**src/rtl/instruction_buffer_lvl3_pkg.sv**
```systemverilog
// Shared constants, entry layout and pointer helper for the decode-to-execute instruction buffer.
package ibuf_pkg;

  localparam int unsigned IBUF_DATA_W = 32;
  localparam int unsigned IBUF_DEPTH  = 8;

  typedef struct packed {
    logic        is_long;
    logic [31:0] data;
  } ibuf_entry_t;

  // Ring pointer advance; depth need not be a power of two.
  function automatic int unsigned ptr_inc(input int unsigned ptr, input int unsigned depth);
    return (ptr == depth - 32'd1) ? 32'd0 : ptr + 32'd1;
  endfunction

endpackage

```
**src/rtl/instruction_buffer_lvl3_storage.sv**
```systemverilog
// Payload array for the instruction buffer: one write port, one asynchronous read port, no reset.
module ibuf_storage #(
  parameter int unsigned DATA_W = 32,
  parameter int unsigned DEPTH  = 8
) (
  input  logic                     clk,
  input  logic                     we,
  input  logic [$clog2(DEPTH)-1:0] waddr,
  input  logic [DATA_W:0]          wdata,
  input  logic [$clog2(DEPTH)-1:0] raddr,
  output logic [DATA_W:0]          rdata
);

  logic [DATA_W:0] mem_q [DEPTH];

  // Write the pushed entry; contents are only meaningful between push and pop.
  always_ff @(posedge clk) begin
    if (we) begin
      mem_q[waddr] <= wdata;
    end
  end

  // Head entry is visible in the same cycle so the issue path has zero latency.
  always_comb begin
    rdata = mem_q[raddr];
  end

endmodule

```
**src/rtl/instruction_buffer_lvl3.sv**
```systemverilog
// Decode-to-execute instruction buffer: payload FIFO with empty-buffer bypass for short
// instructions, long-instruction execute hold, synchronous flush, almost-full and sticky overflow.
module instruction_buffer_lvl3
  import ibuf_pkg::*;
#(
  parameter int unsigned DATA_W       = IBUF_DATA_W,
  parameter int unsigned DEPTH        = IBUF_DEPTH,
  parameter int unsigned AFULL_THRESH = DEPTH - 1,
  parameter int unsigned LONG_LAT     = 4
) (
  input  logic                       clk,
  input  logic                       reset_n,
  input  logic                       flush,
  input  logic                       in_valid,
  input  logic [DATA_W-1:0]          in_data,
  input  logic                       in_is_long,
  output logic                       in_stall,
  input  logic                       exec_busy,
  input  logic                       exec_will_free_next,
  output logic                       out_valid,
  output logic [DATA_W-1:0]          out_data,
  output logic                       out_is_long,
  output logic [$clog2(DEPTH+1)-1:0] count,
  output logic                       almost_full,
  output logic                       overflow_err
);

  localparam int unsigned CNT_W = $clog2(DEPTH + 1);
  localparam int unsigned PTR_W = $clog2(DEPTH);
  localparam int unsigned LC_W  = (LONG_LAT > 1) ? $clog2(LONG_LAT) : 1;

  logic [CNT_W-1:0] count_q, count_d;
  logic [PTR_W-1:0] rd_ptr_q, rd_ptr_d;
  logic [PTR_W-1:0] wr_ptr_q, wr_ptr_d;
  logic [LC_W-1:0]  long_cnt_q, long_cnt_d;
  logic             overflow_q, overflow_d;

  logic             issue_ok_s, stall_s, bypass_s, push_s, pop_s, issue_s;
  logic             empty_s, full_s;
  logic [DATA_W:0]  head_s, wdata_s;

  ibuf_storage #(
    .DATA_W (DATA_W),
    .DEPTH  (DEPTH)
  ) u_storage (
    .clk   (clk),
    .we    (push_s),
    .waddr (wr_ptr_q),
    .wdata (wdata_s),
    .raddr (rd_ptr_q),
    .rdata (head_s)
  );

  // Issue/accept decisions; stall uses registered count so a same-cycle pop never releases it.
  always_comb begin
    empty_s    = (count_q == CNT_W'(0));
    full_s     = (count_q == CNT_W'(DEPTH));
    issue_ok_s = (~exec_busy | exec_will_free_next) & (long_cnt_q == LC_W'(0)) & ~flush;
    stall_s    = full_s | flush;
    bypass_s   = in_valid & ~in_is_long & empty_s & issue_ok_s;
    push_s     = in_valid & ~stall_s & ~bypass_s;
    pop_s      = ~empty_s & issue_ok_s;
    issue_s    = pop_s | bypass_s;
    wdata_s    = {in_is_long, in_data};
  end

  // Output drive; while reset is held the buffer looks stalled and idle.
  always_comb begin
    in_stall     = stall_s | ~reset_n;
    out_valid    = issue_s & reset_n;
    out_data     = empty_s ? in_data    : head_s[DATA_W-1:0];
    out_is_long  = empty_s ? in_is_long : head_s[DATA_W];
    count        = count_q;
    almost_full  = (count_q >= CNT_W'(AFULL_THRESH));
    overflow_err = overflow_q;
  end

  // Next-state for occupancy, pointers, long hold and overflow flag; flush clears all but overflow.
  always_comb begin
    count_d    = count_q;
    rd_ptr_d   = rd_ptr_q;
    wr_ptr_d   = wr_ptr_q;
    long_cnt_d = long_cnt_q;
    overflow_d = overflow_q | (in_valid & full_s & ~flush);
    if (flush) begin
      count_d    = CNT_W'(0);
      rd_ptr_d   = PTR_W'(0);
      wr_ptr_d   = PTR_W'(0);
      long_cnt_d = LC_W'(0);
    end else begin
      if (push_s) begin
        wr_ptr_d = PTR_W'(ptr_inc(32'(wr_ptr_q), DEPTH));
      end else begin
        wr_ptr_d = wr_ptr_q;
      end
      if (pop_s) begin
        rd_ptr_d = PTR_W'(ptr_inc(32'(rd_ptr_q), DEPTH));
      end else begin
        rd_ptr_d = rd_ptr_q;
      end
      case ({push_s, pop_s})
        2'b10:   count_d = count_q + CNT_W'(1);
        2'b01:   count_d = count_q - CNT_W'(1);
        default: count_d = count_q;
      endcase
      if (issue_s & out_is_long & (LONG_LAT > 1)) begin
        long_cnt_d = LC_W'(LONG_LAT - 1);
      end else if (long_cnt_q != LC_W'(0)) begin
        long_cnt_d = long_cnt_q - LC_W'(1);
      end else begin
        long_cnt_d = LC_W'(0);
      end
    end
  end

  // Control state register.
  always_ff @(posedge clk or negedge reset_n) begin
    if (!reset_n) begin
      count_q    <= CNT_W'(0);
      rd_ptr_q   <= PTR_W'(0);
      wr_ptr_q   <= PTR_W'(0);
      long_cnt_q <= LC_W'(0);
      overflow_q <= 1'b0;
    end else begin
      count_q    <= count_d;
      rd_ptr_q   <= rd_ptr_d;
      wr_ptr_q   <= wr_ptr_d;
      long_cnt_q <= long_cnt_d;
      overflow_q <= overflow_d;
    end
  end

endmodule
```
**config.mk**
```make
export PLATFORM = sky130hd
export DESIGN_NAME = instruction_buffer_lvl3
export DESIGN_NICKNAME = d
export VERILOG_FILES = /design/src/rtl/instruction_buffer_lvl3_pkg.sv /design/src/rtl/instruction_buffer_lvl3_storage.sv /design/src/rtl/instruction_buffer_lvl3.sv
export SDC_FILE = /design/constraint.sdc
export NUM_CORES = 1
export LEC_CHECK = 0
export BUFFER_PORTS_ARGS = -buffer_cell sky130_fd_sc_hd__buf_2
export CORE_UTILIZATION = 60
export CTS_CLUSTER_SIZE = 12
export DETAILED_ROUTE_END_ITERATION = 7
export HOLD_SLACK_MARGIN = 0.05
export PLACE_DENSITY = 0.9
export RECOVER_POWER = 25
export SYNTH_ARGS = -nofsm -noshare
export SYNTH_HDL_FRONTEND = slang
export SYNTH_SLANG_ARGS = --single-unit
```
**constraint.sdc**
```tcl
create_clock -name clk -period 6.1 [get_ports clk]
set_clock_uncertainty 0.15 [all_clocks]
set_input_delay 0.915 -clock clk [delete_from_list [all_inputs] [get_ports clk]]
set_output_delay 0.915 -clock clk [all_outputs]
set_load 0.01 [all_outputs]
```
==> results_dict.tcl <==
set metrics [dict create \
    drc 0 \
    cts_root_buf "clkbuf_16" \
    grt_util_all_layers_pct 24.0 \
    rows 49 \
    power_uw 5040 \
    syn_inst 560 \
    area.growth.synth_to_final_pct 13.1 \
    stdcell_count 889 \
    yosys.area_share.simple_pct 4.05 \
    worstPathRequired_ps 5030 \
    insertion_delay_ps 530 \
    leakage_uw 0.00404 \
    antenna_found_initial 1 \
    cts_tree "yes" \
    hpwl_um 11800 \
    yosys_register_bits 277 \
    cts.sinks 277 \
    wire_per_inst_um 24.5 \
    ios 80 \
    powerDensity_mw_per_mm2 402 \
    place_ws_ps 2150 \
    fin_tns_setup_ps 0 \
    synth_fp_nets 605 \
    status "completed" \
    ctsResizeCount 0 \
    hold_path_class "in2async" \
    grt.overflow.total 0 \
    die_h_um 138 \
    crit_chain "buf_4, mux4_2, mux2i_1, o21ai_0, buf_2" \
    initial_core_util_pct 61.4 \
    p_seq_share_pct 45.4 \
    finalSetupViolations 0 \
    end_kind "primary output" \
    dp_cells 850 \
    dieArea_mm2 0.0190 \
    via_per_inst 6.31 \
    cts-hold-fix-buffers 0 \
    worstSetupPathType "reg2out" \
    grt_max_degree 70 \
    synth_top_family_by_area "multiplexers" \
    numCtsBuffers 27 \
    synth_area_per_cell_um2 19.8 \
    synth_edf_count 264 \
    ys_seq_area_share_pct 74.5 \
    tightest_slew_ps 1230 \
    gp_congestion 0.861 \
    synthFlopType "edfxtp_1" \
    htree_levels 1 \
    drt_pass1_iterations 5 \
    die_w_um 138 \
    synth_area_leaders "edfxtp_1, mux4_2, mux2i_1" \
    grt_pass1_wl_um 32900 \
    hold_viol_final 0 \
    p_int_uw 3580 \
    switching_power_uw 1450 \
    synth_top_area_cell "edfxtp_1" \
    antenna_left 0 \
    synthAdderAreaFrac_pct 0.678 \
    synth-xor-area-share_pct 0.237 \
    drv_slew 0 \
    p_sw_share_pct 28.9 \
    path_clk_slew_ps 60 \
    diodes 0 \
    cts_setup_buffers 0 \
    ys_types 40 \
    ir_drop_v 0.000343 \
    cp_max_fo 47 \
    clock_path_buffers 3 \
    fillers 1094 \
    slowest_delay_ps 1010 \
    power_frac_comb_pct 25.0 \
    synth_area_mm2 0.0111 \
    synth_compound_area_share_pct 2.40 \
    wirelength_um 21800 \
    max_freq_mhz 236 \
    vias 5606 \
    period_share_pct 69.3 \
    port_buffers 79 \
    layout-drive-gt1-share_pct 28.2 \
    grt_pass1_vias 5782 \
    synth_warnings 0 \
    async_flop_share_pct 4.69 \
    rr_worst_depth 9 \
    min_period_ps 4230 \
    crit_arrival_ps 3160 \
    cp-start-kind "flop" \
    fin_ws_ps 1870 \
    cp_slowest_cell "dfrtp_4" \
    drv_cap 0 \
    layout.nets 695 \
    holdWs_ps 281 \
    synthMuxAreaShare_pct 16.9 \
    drtIter0Drc 510 \
    relSlewSlack_pct 17.5 \
    p_clk_share_pct 29.6 \
    rsz0062_at_grt "no" \
    core_area_mm2 0.0180 \
    yosysTopAreaCellShare_pct 71.6 \
]
-- metal layers --
metal | global-route usage, % | up-vias | wire length (um)
met2 | 40.1 | 270 | 11100
met4 | 7.37 | 2 | 409
li1 | - | 2441 | -
met1 | 33.1 | 2853 | 8740
met3 | 3.47 | 40 | 1540
met5 | 0 | - | 10
-- flip-flops by register name (all words and copies together), names as in the netlist --
name and count:
count 4, long_cnt_q 2, overflow_err 1, rd_ptr_q 3, u_storage.mem_q 264, wr_ptr_q 3
-- layout make-up --
type / instances / area (um^2) / area share [%]
multi-input combinational: 249 / 2740 / 21.9
sequential: 277 / 8260 / 65.9
tap: 229 / 287 / 2.29
clock buffer: 37 / 723 / 5.77
timing repair buffer: 92 / 467 / 3.73
clock inverter: 2 / 38.8 / 0.310
inverter: 3 / 11.3 / 0.0899
-- final timing paths --
check                                              from                 endpoint  slack [ps]
worst max-delay path            rd_ptr_q[0]$_DFFE_PN0P_              out_data[5]        1870
worst min-delay path                            reset_n     count[1]$_DFFE_PN0P_         280
worst max register to register     count[1]$_DFFE_PN0P_     count[3]$_DFFE_PN0P_        2810
worst min register to register   overflow_err$_DFF_PN0_   overflow_err$_DFF_PN0_         340
max in group asynchronous                       reset_n  rd_ptr_q[0]$_DFFE_PN0P_        4960
min in group clk                 overflow_err$_DFF_PN0_   overflow_err$_DFF_PN0_         340
-- critical path, delay by kind of cell (launching register included) --
family | cells | cell delay (ps)
flip-flops | 1 | 1010
buffers and inverters | 2 | 730
multiplexers | 2 | 750
AO/OA/AOI/OAI | 1 | 120
-- placed cells by master, fill, tap and decap left out, types with 2 or more instances in the layout --
cell and count:
edfxtp_1 264, xor2_1 2, clkbuf_1 30, dfrtp_2 2, nor3_2 5, buf_2 58
nor2b_1 3, mux4_2 66, o21ai_0 36, nor3_1 4, ha_1 6, inv_1 2
buf_4 13, mux2i_1 37, nand2b_1 10, nand2_1 41, a21oi_1 4, dfrtp_1 10
nor2_1 8, nor2_4 3, nand3b_1 4, clkbuf_16 27
-- power by group through the flow --
stage / combinational, uW / clock [uW] / sequential (uW)
floorplan: 920 / 0 / 2230
detailed placement: 1250 / 0 / 2330
CTS: 1270 / 1510 / 2290
finish: 1260 / 1490 / 2290
global placement: 1220 / 0 / 2320
global route: 1370 / 1580 / 2300
-- cells by family after synthesis --
logic type      Yosys count
mux                     104
fa+ha+maj                 6
xor+xnor                  3
buf+inv                  34
simple gates             88
compound gates           48
flops                   277
-- cells in the mapped netlist (2+ instances only) --
library cell / number
edfxtp_1: 264
mux4_2: 66
nand2_1: 41
mux2i_1: 37
o21ai_0: 36
clkbuf_1: 18
dfrtp_1: 13
nor2_1: 11
nand2b_1: 10
buf_2: 8
nor3_1: 8
ha_1: 6
buf_1: 5
a21oi_1: 4
nand3b_1: 4
nor2b_1: 3
inv_1: 2
xor2_1: 2
-- metrics by stage --
| step | utilization (%) | area, um^2 |
|---|---|---|
| CTS | 69.6 | 12600 |
| floorplan | - | 11100 |
| global placement | 65.4 | 11800 |
| finish | 69.5 | 12500 |
| global route | 69.5 | 12500 |
| detailed placement | 65.4 | 11800 |
Note: power is estimated with default switching activity, not from simulation.
